===== src/rtl/systolic_ctrl_if.sv =====
// Purpose: handshake/control bundle between a job source, the systolic array and systolic_ctrl.
// Latency: n/a (signal bundle only).
// Backpressure: w_ready/a_ready flow from the controller back to the weight and activation streams.
// Ports: start/reuse_w/num_vec/abort (job control), w_valid/w_ready, a_valid/a_ready (streams),
//        pe_valid/pe_conf/feed_zero/res_valid (array controls), busy/done (status).
interface systolic_ctrl_if #(
  parameter int CW = 8
);
  logic          start;
  logic          reuse_w;
  logic [CW-1:0] num_vec;
  logic          abort;
  logic          w_valid;
  logic          w_ready;
  logic          a_valid;
  logic          a_ready;
  logic          pe_valid;
  logic          pe_conf;
  logic          feed_zero;
  logic          res_valid;
  logic          busy;
  logic          done;

  // Job source / stream producer side
  modport master (
    output start, reuse_w, num_vec, abort, w_valid, a_valid,
    input  w_ready, a_ready, pe_valid, pe_conf, feed_zero, res_valid, busy, done
  );

  // Controller side
  modport slave (
    input  start, reuse_w, num_vec, abort, w_valid, a_valid,
    output w_ready, a_ready, pe_valid, pe_conf, feed_zero, res_valid, busy, done
  );
endinterface


===== src/rtl/systolic_ctrl.sv =====
// Purpose: sequences an NxN weight-stationary systolic array through weight load, compute and drain.
// Latency: results appear L=2N-1 array beats after their activation beat; done 1 cycle after drain.
// Backpressure: LOAD/COMPUTE advance only on w_valid/a_valid beats (array freezes otherwise); DRAIN never stalls.
// Ports: clk, rst (async, active-high); bus (systolic_ctrl_if.slave) carrying job control,
//        weight/activation handshakes, array-wide PE controls and busy/done status.
module systolic_ctrl #(
  parameter int N  = 4,
  parameter int CW = 8
) (
  input  logic           clk,
  input  logic           rst,
  systolic_ctrl_if.slave bus
);

  localparam int L    = 2 * N - 1;
  // Counter must hold both num_vec-1 and L-1.
  localparam int CNTW = (CW > $clog2(2 * N)) ? CW : $clog2(2 * N);

  localparam logic [CNTW-1:0] CNT_ONE = CNTW'(1);
  localparam logic [CNTW-1:0] N_M1    = CNTW'(N - 1);
  localparam logic [CNTW-1:0] L_M1    = CNTW'(L - 1);
  localparam logic [CW-1:0]   NV_ONE  = CW'(1);

  typedef enum logic [2:0] {
    S_IDLE,
    S_LOAD,
    S_COMPUTE,
    S_DRAIN,
    S_DONE
  } state_t;

  state_t          r_state;
  logic [CNTW-1:0] r_cnt;
  logic [CW-1:0]   r_num_vec;
  logic [L-1:0]    r_tag;
  logic            r_pe_conf;
  logic            r_feed_zero;
  logic            r_busy;
  logic            r_done;

  logic            w_load_beat;
  logic            w_comp_beat;
  logic            w_drain_beat;
  logic            w_pe_valid;
  logic            w_last_vec;
  logic [CNTW-1:0] w_nv_m1;

  // Abort wins over any beat in the same cycle: the array must not advance.
  assign w_load_beat  = (r_state == S_LOAD)    && bus.w_valid && !bus.abort;
  assign w_comp_beat  = (r_state == S_COMPUTE) && bus.a_valid && !bus.abort;
  assign w_drain_beat = (r_state == S_DRAIN)   && !bus.abort;
  assign w_pe_valid   = w_load_beat | w_comp_beat | w_drain_beat;

  // num_vec is nonzero whenever a job is running, so the subtraction cannot underflow.
  assign w_nv_m1    = CNTW'(r_num_vec - NV_ONE);
  assign w_last_vec = (r_cnt == w_nv_m1);

  assign bus.w_ready   = (r_state == S_LOAD)    && !bus.abort;
  assign bus.a_ready   = (r_state == S_COMPUTE) && !bus.abort;
  assign bus.pe_valid  = w_pe_valid;
  // The tag leaving the pipe marks a beat whose column output is a real result.
  assign bus.res_valid = w_pe_valid & r_tag[L-1];
  assign bus.pe_conf   = r_pe_conf;
  assign bus.feed_zero = r_feed_zero;
  assign bus.busy      = r_busy;
  assign bus.done      = r_done;

  always_ff @(posedge clk or posedge rst) begin
    if (rst) begin
      r_state     <= S_IDLE;
      r_cnt       <= '0;
      r_num_vec   <= '0;
      r_tag       <= '0;
      r_pe_conf   <= 1'b0;
      r_feed_zero <= 1'b0;
      r_busy      <= 1'b0;
      r_done      <= 1'b0;
    end else if (bus.abort && (r_state != S_IDLE)) begin
      r_state     <= S_IDLE;
      r_cnt       <= '0;
      r_tag       <= '0;
      r_pe_conf   <= 1'b0;
      r_feed_zero <= 1'b0;
      r_busy      <= 1'b0;
      r_done      <= 1'b0;
    end else begin
      // Tag pipe tracks the array's own advance: it moves only when the PEs do.
      if (w_pe_valid) begin
        r_tag <= {r_tag[L-2:0], w_comp_beat};
      end

      case (r_state)
        S_IDLE: begin
          if (bus.start && (bus.num_vec != '0) && !bus.abort) begin
            r_num_vec <= bus.num_vec;
            r_cnt     <= '0;
            r_busy    <= 1'b1;
            // reuse_w only steers this transition, so it is not held afterwards.
            if (bus.reuse_w) begin
              r_state <= S_COMPUTE;
            end else begin
              r_state   <= S_LOAD;
              r_pe_conf <= 1'b1;
            end
          end
        end

        // Rows arrive bottom-row-first; each beat shifts the weights one row south.
        S_LOAD: begin
          if (w_load_beat) begin
            if (r_cnt == N_M1) begin
              r_cnt     <= '0;
              r_state   <= S_COMPUTE;
              r_pe_conf <= 1'b0;
            end else begin
              r_cnt <= r_cnt + CNT_ONE;
            end
          end
        end

        S_COMPUTE: begin
          if (w_comp_beat) begin
            if (w_last_vec) begin
              r_cnt       <= '0;
              r_state     <= S_DRAIN;
              r_feed_zero <= 1'b1;
            end else begin
              r_cnt <= r_cnt + CNT_ONE;
            end
          end
        end

        S_DRAIN: begin
          if (r_cnt == L_M1) begin
            r_cnt       <= '0;
            r_state     <= S_DONE;
            r_feed_zero <= 1'b0;
            r_done      <= 1'b1;
          end else begin
            r_cnt <= r_cnt + CNT_ONE;
          end
        end

        S_DONE: begin
          r_state <= S_IDLE;
          r_done  <= 1'b0;
          r_busy  <= 1'b0;
        end

        default: begin
          r_state     <= S_IDLE;
          r_cnt       <= '0;
          r_pe_conf   <= 1'b0;
          r_feed_zero <= 1'b0;
          r_busy      <= 1'b0;
          r_done      <= 1'b0;
        end
      endcase
    end
  end

endmodule


===== src/flat_wrapper.sv =====
// flat-port wrapper written by rule: the top's interface ports become plain ports
module systolic_ctrl_flat 
#(
  parameter int N  = 4,
  parameter int CW = 8
)
  (clk, rst, bus_start, bus_reuse_w, bus_num_vec, bus_abort, bus_w_valid, bus_a_valid, bus_w_ready, bus_a_ready, bus_pe_valid, bus_pe_conf, bus_feed_zero, bus_res_valid, bus_busy, bus_done);
  systolic_ctrl_if #(.CW(CW)) bus_i ();
  input  logic clk;
  input  logic rst;
  input wire logic [$bits(bus_i.start)-1:0] bus_start;
  input wire logic [$bits(bus_i.reuse_w)-1:0] bus_reuse_w;
  input wire logic [$bits(bus_i.num_vec)-1:0] bus_num_vec;
  input wire logic [$bits(bus_i.abort)-1:0] bus_abort;
  input wire logic [$bits(bus_i.w_valid)-1:0] bus_w_valid;
  input wire logic [$bits(bus_i.a_valid)-1:0] bus_a_valid;
  output wire logic [$bits(bus_i.w_ready)-1:0] bus_w_ready;
  output wire logic [$bits(bus_i.a_ready)-1:0] bus_a_ready;
  output wire logic [$bits(bus_i.pe_valid)-1:0] bus_pe_valid;
  output wire logic [$bits(bus_i.pe_conf)-1:0] bus_pe_conf;
  output wire logic [$bits(bus_i.feed_zero)-1:0] bus_feed_zero;
  output wire logic [$bits(bus_i.res_valid)-1:0] bus_res_valid;
  output wire logic [$bits(bus_i.busy)-1:0] bus_busy;
  output wire logic [$bits(bus_i.done)-1:0] bus_done;
  assign bus_i.start = bus_start;
  assign bus_i.reuse_w = bus_reuse_w;
  assign bus_i.num_vec = bus_num_vec;
  assign bus_i.abort = bus_abort;
  assign bus_i.w_valid = bus_w_valid;
  assign bus_i.a_valid = bus_a_valid;
  assign bus_w_ready = bus_i.w_ready;
  assign bus_a_ready = bus_i.a_ready;
  assign bus_pe_valid = bus_i.pe_valid;
  assign bus_pe_conf = bus_i.pe_conf;
  assign bus_feed_zero = bus_i.feed_zero;
  assign bus_res_valid = bus_i.res_valid;
  assign bus_busy = bus_i.busy;
  assign bus_done = bus_i.done;
  systolic_ctrl #(.N(N), .CW(CW)) u_core (.clk(clk), .rst(rst), .bus(bus_i));
endmodule

===== config.mk =====
export PLATFORM = sky130hd
export DESIGN_NAME = systolic_ctrl_flat
export DESIGN_NICKNAME = d
export VERILOG_FILES = /design/src/rtl/systolic_ctrl_if.sv /design/src/rtl/systolic_ctrl.sv /design/src/flat_wrapper.sv
export SDC_FILE = /design/constraint.sdc
export NUM_CORES = 1
export LEC_CHECK = 0
export CORE_MARGIN = 2
export CORE_UTILIZATION = 55
export CTS_BUF_LIST = sky130_fd_sc_hd__clkbuf_4
export DETAILED_ROUTE_END_ITERATION = 10
export PLACE_DENSITY = 0.78
export SLEW_MARGIN = 10
export SYNTH_ARGS = -nofsm -noshare
export SYNTH_HDL_FRONTEND = slang
export SYNTH_SLANG_ARGS = --single-unit
export TNS_END_PERCENT = 50

===== constraint.sdc =====
create_clock -name clk -period 2.55 [get_ports clk]
set_input_delay 0.765 -clock clk [delete_from_list [all_inputs] [get_ports clk]]
set_output_delay 0.765 -clock clk [all_outputs]
set_load 0.01 [all_outputs]

# Word level (Yosys, flattened, before mapping)
# Index checks and enable logic that the tools add are counted.
[word_totals] inputBits=15 output_inout_bits=8 regBits=30
[classes] add_sub_neg=2 mux=36 bitwise_logic=4 n_reduce_logical=26 eq_ne=19
[op_table] op="two-way mux 8 bit" n=7
[op_table] op="one-hot mux 8 bit (5 select lines)" n=1
[op_table] op="two-way mux 3 bit" n=7
[op_table] op="two-way mux 7 bit" n=2
[op_table] op="two-way mux 1 bit" n=13
[op_table] op="!= test 3 x 2 -> 1 bit, second input constant" n=4
[op_table] op="one-hot mux 3 bit (4 select lines)" n=1
[op_table] op="OR reduction 3 bit" n=4
[op_table] op="logical AND 1 bit" n=10
[op_table] op="!= test 2 x 1 -> 1 bit, second input constant" n=5
[op_table] op="adder 8 x 1 -> 8 bit, second input constant" n=1
[op_table] op="== test 8 x 2 -> 1 bit, second input constant" n=1
[op_table] op="== test 8 x 3 -> 1 bit, second input constant" n=1
[op_table] op="== test 8 bit" n=1
[op_table] op="AND reduction 4 bit" n=2
[op_table] op="nonzero test 8 bit" n=1
[op_table] op="subtractor 8 x 1 -> 8 bit, second input constant" n=1
[op_table] op="== test 3 x 2 -> 1 bit, second input constant" n=2
[op_table] op="!= test 3 bit, second input constant" n=2
[op_table] op="one-hot mux 1 bit (3 select lines)" n=2
[op_table] op="AND reduction 6 bit" n=1
[op_table] op="AND reduction 5 bit" n=1
[op_table] op="one-hot mux 1 bit (2 select lines)" n=2
[op_table] op="AND reduction 2 bit" n=2
[op_table] op="other kinds (12)" n=13

# Longest topological paths before layout
# Gate-level depths: netlist of run 1.
[depth] word_depth=7 mapped_depth=8

# Worst setup path after synthesis of run 1
# No wires, ideal clock.
[synth_path] kind="in2out" start="in bus_abort" end="out bus_res_valid" path_buffers=1 setup_slack_ns=0.078 arrival_ns=1.707 cell_stages=4 required_ns=1.785 cell_sequence="nor2_1 > a21boi_0 > buf_2 > and2_1"
[synth_via] elab_chain_cells=5 elab_cells_between_ends=7 classes_between="bitwise (3); reduce/logical (4)"
[synth_rtl] element="start, declared" line_no="flat_wrapper.sv:14" source="input wire logic [$bits(bus_i.abort)-1:0] bus_abort;"
[synth_rtl] element="zero test 1 bit (*)" line_no="systolic_ctrl.sv:49, systolic_ctrl.sv:50, systolic_ctrl.sv:51"
[synth_rtl] element="logical AND 1 bit, on equally long branches" line_no="systolic_ctrl.sv:49, systolic_ctrl.sv:50"
[synth_rtl] element="OR 1 bit" line_no="systolic_ctrl.sv:52" source="assign w_pe_valid = w_load_beat | w_comp_beat | w_drain_beat;"
[synth_rtl] element="OR 1 bit (*)" line_no="systolic_ctrl.sv:52"
[synth_rtl] element="net bus_pe_valid" line_no="flat_wrapper.sv:19" source="output wire logic [$bits(bus_i.pe_valid)-1:0] bus_pe_valid;"
[synth_rtl] element="bitwise AND 1 bit (*)" line_no="systolic_ctrl.sv:62" source="assign bus.res_valid = w_pe_valid & r_tag[L-1];"
[synth_rtl] element="end, declared" line_no="flat_wrapper.sv:22" source="output wire logic [$bits(bus_i.res_valid)-1:0] bus_res_valid;"
# The timed path passes the listed nets; every way through them passes the cells marked *.

# Worst setup path in the final report of run 1
[layout_path] start="in bus_abort" end="out bus_w_ready"
[layout_via] elab_chain_cells=2
[layout_rtl] element="zero test 1 bit" line_no="systolic_ctrl.sv:58" source="assign bus.w_ready = (r_state == S_LOAD) && !bus.abort;"
[layout_rtl] element="logical AND 1 bit" line_no="systolic_ctrl.sv:58"
[layout_rtl] element="end, declared" line_no="flat_wrapper.sv:17" source="output wire logic [$bits(bus_i.w_ready)-1:0] bus_w_ready;"
# No other way between the ends.

==> metrics, run 1 <==
status=finished clean; area delta synth->final=21.8%; total grt overflow=0; Final nets=269; Mapped Area=1900 um^2; post-synthesis net count=228; Remaining DRCs=0; Yosys cell types=52; CTS H-tree depth=2; register-to-register path setup slack=0.34 ns; Worst Skew=0.00636 ns; CTS tree=yes; FP Rows=21; die area=3950 um^2; number of I/O port buffers=22; Worst EP arrival=1.70 ns; total track usage=0.222; crit start category=input port; Hold Path Depth=2; WHS Endpoint=u_core.r_tag[6]; Period minus WS final=2.46 ns; reg2reg path depth=6; crit-path max FO=5; worst r2r dst=u_core.r_cnt[3]; I/O Pins=23; first-pass GRT wire length=7000 um; Top FF cell, synth=dfrtp_1; most common cell after layout, fill and taps aside=dfrtp_1; synth warn=0; Max-Cap Viols=0; setup violators final=0; fin util=0.695; Clock Tree Buf Depth=2; Final Hold Vio Count=0; Hold Crit Class=reg2reg; # fillers=279; Core Region=3340 um^2; Vias/cell=5.50; Iteration-0 DRC Markers=118; Starting Density=0.571; syn avg cell area=9.07 um^2; critical path class=in2out; Clock Latency Late Sink=0.32 ns; DR WL/cell=13.1 um; Design Power=1.96 mW; Setup TNS=0 ns; gpl congestion=0.875; pin count of the biggest net entering global routing=31; Clock transition at path regs=0.09 ns; Tcrit/Tclk final=0.966; clock sink count=30; HPWL after DPL=2920 um; Crit. End Element=output port; Root Buffer Master=clkbuf_4; antenna violations before repair=0; Slew headroom=0.728; measured slew at the worst slew-check pin=0.408 ns; Post-Syn Instances=210; Max Clk Rate=406 MHz; DR vias=1,638; drt first pass iters=4; Synth async-reset ratio=1.00; Final Routed Wirelength=3910 um; most frequent cells in the layout=dfrtp_1, nor2_1, nand2_1; pre-CTS setup slack=-0.570 ns; placed insts=290; fin. max-slew vios=0; P_leak=1.09 nW; Final ANT Viol Nets=0; Diodes inserted=0; post-synthesis sequential area ratio=0.394; vias in the first global route=1,582; flops & latches, synth=30; VDD IR-drop max=444 uV; post-route insts no fill=298; hold_sp=u_core.r_tag[5]; hold buffers post-CTS=0; Die H=62.8 um; CTS Buf Count=5; Reg2Reg Launch Point=u_core.r_num_vec[0]; post-CTS setup buffers=0; worst setup margin=0.0876 ns; Die W=62.8 um; Req. time, crit path=1.79 ns; PD cells=847 nW/um^2; share of layout cells above drive strength 1=0.206; number of synthesized flops with an enable pin=0
-- worst max path at each step --
stage                     startpoint            end  cells past startpoint
final                      bus_abort    bus_w_ready                      6
after global routing       bus_abort    bus_w_ready                      6
after CTS                  bus_abort    bus_w_ready                      6
after detailed placement   bus_abort  bus_res_valid                      6
after global placement     bus_abort  bus_res_valid                      6
after floorplan            bus_abort  bus_res_valid                      4
-- synthesized netlist by cell type (2+ instances only) --
cell type | instances | share of area
a211oi_1 | 2 | 0.0079
a21oi_1 | 6 | 0.016
a22o_1 | 2 | 0.0092
a31o_2 | 2 | 0.0092
a31oi_1 | 2 | 0.0066
and2_1 | 5 | 0.016
and2b_2 | 2 | 0.0092
and3_1 | 2 | 0.0066
clkbuf_1 | 5 | 0.0099
clkbuf_8 | 3 | 0.022
dfrtp_1 | 30 | 0.39
ha_1 | 3 | 0.020
inv_1 | 6 | 0.012
mux2_2 | 6 | 0.035
mux2i_1 | 9 | 0.047
nand2_1 | 25 | 0.049
nand2b_1 | 4 | 0.013
nand3_1 | 4 | 0.011
nor2_1 | 28 | 0.055
nor2b_1 | 3 | 0.0099
nor3_1 | 4 | 0.011
nor3b_1 | 2 | 0.0079
nor4_1 | 5 | 0.016
o21ai_0 | 9 | 0.024
o21ai_1 | 2 | 0.0053
o22ai_1 | 5 | 0.016
or2_2 | 3 | 0.0099
xnor2_1 | 4 | 0.018
xor2_1 | 4 | 0.018
-- power by group --
| part | leakage [nW] | switching, mW | internal [mW] |
|---|---|---|---|
| clock network | 0.0277 | 0.159 | 0.0980 |
| registers | 0.394 | 0.146 | 0.605 |
| logic | 0.667 | 0.460 | 0.498 |
-- final cells by class --
type | instances | area [um^2] | share of cell area
Multi-Input combinational cell | 164 | 1060 | 0.459
Sequential cell | 30 | 751 | 0.324
Timing Repair Buffer | 44 | 375 | 0.162
Tap cell | 46 | 57.6 | 0.0248
Clock buffer | 5 | 37.5 | 0.0162
Inverter | 6 | 22.5 | 0.00971
Clock inverter | 3 | 11.3 | 0.00485
-- cells by family after synthesis --
| group | after synthesis | share of synthesized area |
|---|---|---|
| AO/OA/AOI/OAI | 40 | 0.141 |
| flip-flops | 30 | 0.394 |
| multiplexers | 15 | 0.0828 |
| buffers and inverters | 16 | 0.0499 |
| XOR/XNOR | 9 | 0.0486 |
| adder cells (fa/ha/maj) | 3 | 0.0197 |
| AND/OR/NAND/NOR | 97 | 0.263 |
-- sequential cells by signal, summed over array words and instances, names as in the netlist --
register	count
u_core.bus.busy	1
u_core.bus.done	1
u_core.bus.feed_zero	1
u_core.bus.pe_conf	1
u_core.r_cnt	8
u_core.r_num_vec	8
u_core.r_state	3
u_core.r_tag	7
-- routing by layer --
layer	part of all wire	wire length [um]	vias to the layer above	global-route usage
met5	0	0	-	0
met4	0.014	55	0	0.0694
met3	0.035	135	4	0.0523
met2	0.47	1820	33	0.362
met1	0.49	1900	777	0.294
li1	-	-	824	-
-- what timing repair did --
action,4_1_cts,5_1_grt
resized for setup,15,1
setup endpoints to repair,4,2
pin swaps,4,0
-- per-stage QoR --
step / cell area [um^2] / hold slack, ns
after global routing: 2320 / 0.560
after detailed placement: 2270 / 0.510
after CTS: 2320 / 0.535
after floorplan: 1900 / 0.478
final: 2320 / 0.533
after global placement: 2270 / 0.500
-- critical path, cell delays in order --
cell,delay (ns)
dlygate4sd2_1,0.26
nor2_2,0.10
buf_4,0.15
nand2_1,0.08
nor2_1,0.08
dlygate4sd2_1,0.26
Note: power is estimated with default switching activity, not from simulation.
==> run 2, diff against run 1 <==
ABC_AREA = 1   (was unset)
CAP_MARGIN = 25   (was unset)
==> metrics, run 2 <==
CTS H-tree depth=2; HPWL after DPL=3500 um; Starting Density=0.582; count leader, synth=nand2_1; drt first pass iters=4; measured slew at the worst slew-check pin=0.391 ns; total track usage=0.256; biggest regs=u_core.r_cnt x8, u_core.r_num_vec x8, u_core.r_tag x7; setup violators final=0; gpl congestion=0.914; Final ANT Viol Nets=0; Max Clk Rate=409 MHz; DR WL/cell=12.0 um; number of I/O port buffers=22; P_leak=1.37 nW; Max-Cap Viols=0; Tcrit/Tclk final=0.960; Synth async-reset ratio=1.00; most common cell after layout, fill and taps aside=nand2_1; Iteration-0 DRC Markers=96; flops & latches, synth=30; Hold Crit Class=reg2reg; Yosys cell types=31; Die W=64.1 um; synth warn=0; Synth area leader=dfrtp_1; # fillers=302; number of synthesized flops with an enable pin=0; post-synthesis net count=309; Clock transition at path regs=0.10 ns; total grt overflow=0; Crit. End Element=output port; PD cells=1040 nW/um^2; synth top area cells=dfrtp_1, nand2_1, inv_1; antenna violations before repair=0; Multi-input gate area=1030 um^2; Final nets=353; clock sink count=30; Worst EP arrival=1.68 ns; die area=4110 um^2; Final Routed Wirelength=4580 um; VDD IR-drop max=707 uV; Worst Skew=0.0163 ns; pin count of the biggest net entering global routing=31; Core Region=3420 um^2; FP Rows=21; CTS Buf Count=5; Mapped Area=1990 um^2; syn avg cell area=6.83 um^2; Diodes inserted=0; crit-path max FO=3; Remaining DRCs=0; CTS tree=yes; area delta synth->final=23.7%; I/O Pins=23; status=finished clean; Design Power=2.57 mW; RSZ-0062 raised after global routing=no; register area=751 um^2; most frequent cells in the layout=nand2_1, inv_1, dfrtp_1; post-synth top area share=0.378; Die H=64.1 um; Slew headroom=0.740; crit start category=input port; Root Buffer Master=clkbuf_4; hold buffers post-CTS=0; Req. time, crit path=1.79 ns; Clock Tree Buf Depth=2; Top FF cell, synth=dfrtp_1; post-synthesis sequential area ratio=0.378; DR vias=1,942; Final Hold Vio Count=0; Vias/cell=5.08; fin. max-slew vios=0; Post-Syn Instances=291; Clock Latency Late Sink=0.33 ns; vias in the first global route=1,981; share of layout cells above drive strength 1=0.155; Setup TNS=0 ns; synth cell count leaders=nand2_1, inv_1, dfrtp_1; critical path class=in2out; first-pass GRT wire length=8210 um; Period minus WS final=2.45 ns; register-to-register path setup slack=0.56 ns
run 2: where the power goes:
group | switching, mW | internal (mW) | leakage (nW)
Combinational | 0.848 | 0.578 | 0.924
Clock | 0.166 | 0.229 | 0.0463
Sequential | 0.134 | 0.611 | 0.396
Total | 1.15 | 1.42 | 1.37
run 2: final cells by class:
type	count	share of cell area
Multi-Input combinational cell	206	0.417
Sequential cell	30	0.305
Timing Repair Buffer	42	0.144
Inverter	50	0.0763
Tap cell	46	0.0234
Clock buffer	7	0.0214
Clock inverter	1	0.0122
run 2: routing by layer:
layer | GRT usage | share of wire | vias to the layer above
li1 | - | - | 1003
met1 | 0.286 | 0.43 | 884
met2 | 0.457 | 0.51 | 44
met3 | 0.0634 | 0.034 | 11
met4 | 0.114 | 0.023 | 0
met5 | 0 | 0 | -
run 2: final timing paths:
path,start,endpoint,cells past startpoint
worst min-delay path,u_core.bus.feed_zero,u_core.bus.feed_zero,2
max in group asynchronous,rst,u_core.r_cnt[3],3
min in group asynchronous,rst,u_core.r_num_vec[3],3
worst max-delay path,bus_a_valid,bus_pe_valid,6
worst max register to register,u_core.r_num_vec[0],u_core.r_state[1],14
worst min register to register,u_core.bus.feed_zero,u_core.bus.feed_zero,2
run 2: timing repair:
action | CTS | global route
setup buffers | 6 | 0
gates resized for setup | 12 | 5
setup endpoints to repair | 4 | 2
pin swaps | 3 | 1
run 2: worst max-delay path: stages:
cell,delay [ns]
dlygate4sd2_1,0.26
nand2_2,0.07
nand2_1,0.06
a21oi_2,0.16
inv_2,0.07
dlygate4sd2_1,0.29
run 2: cell families after synthesis:
family	after synthesis	share of synthesized area
simple gates	164	0.362
buf+inv	55	0.114
compound gates	30	0.0875
flops	30	0.378
xor+xnor	9	0.0396
fa+ha+maj	3	0.0189
run 2: metrics by stage:
stage	util	setup slack (ns)	cell area [um^2]	std cells	hold slack, ns
2_1_floorplan	-	0.306	1990	291	0.469
3_3_place_gp	0.683	-0.538	2330	368	0.466
3_5_place_dp	0.683	-0.586	2330	368	0.469
4_1_cts	0.718	0.00508	2450	382	0.495
5_1_grt	0.720	0.0231	2460	382	0.535
6_report	0.720	0.102	2460	382	0.491
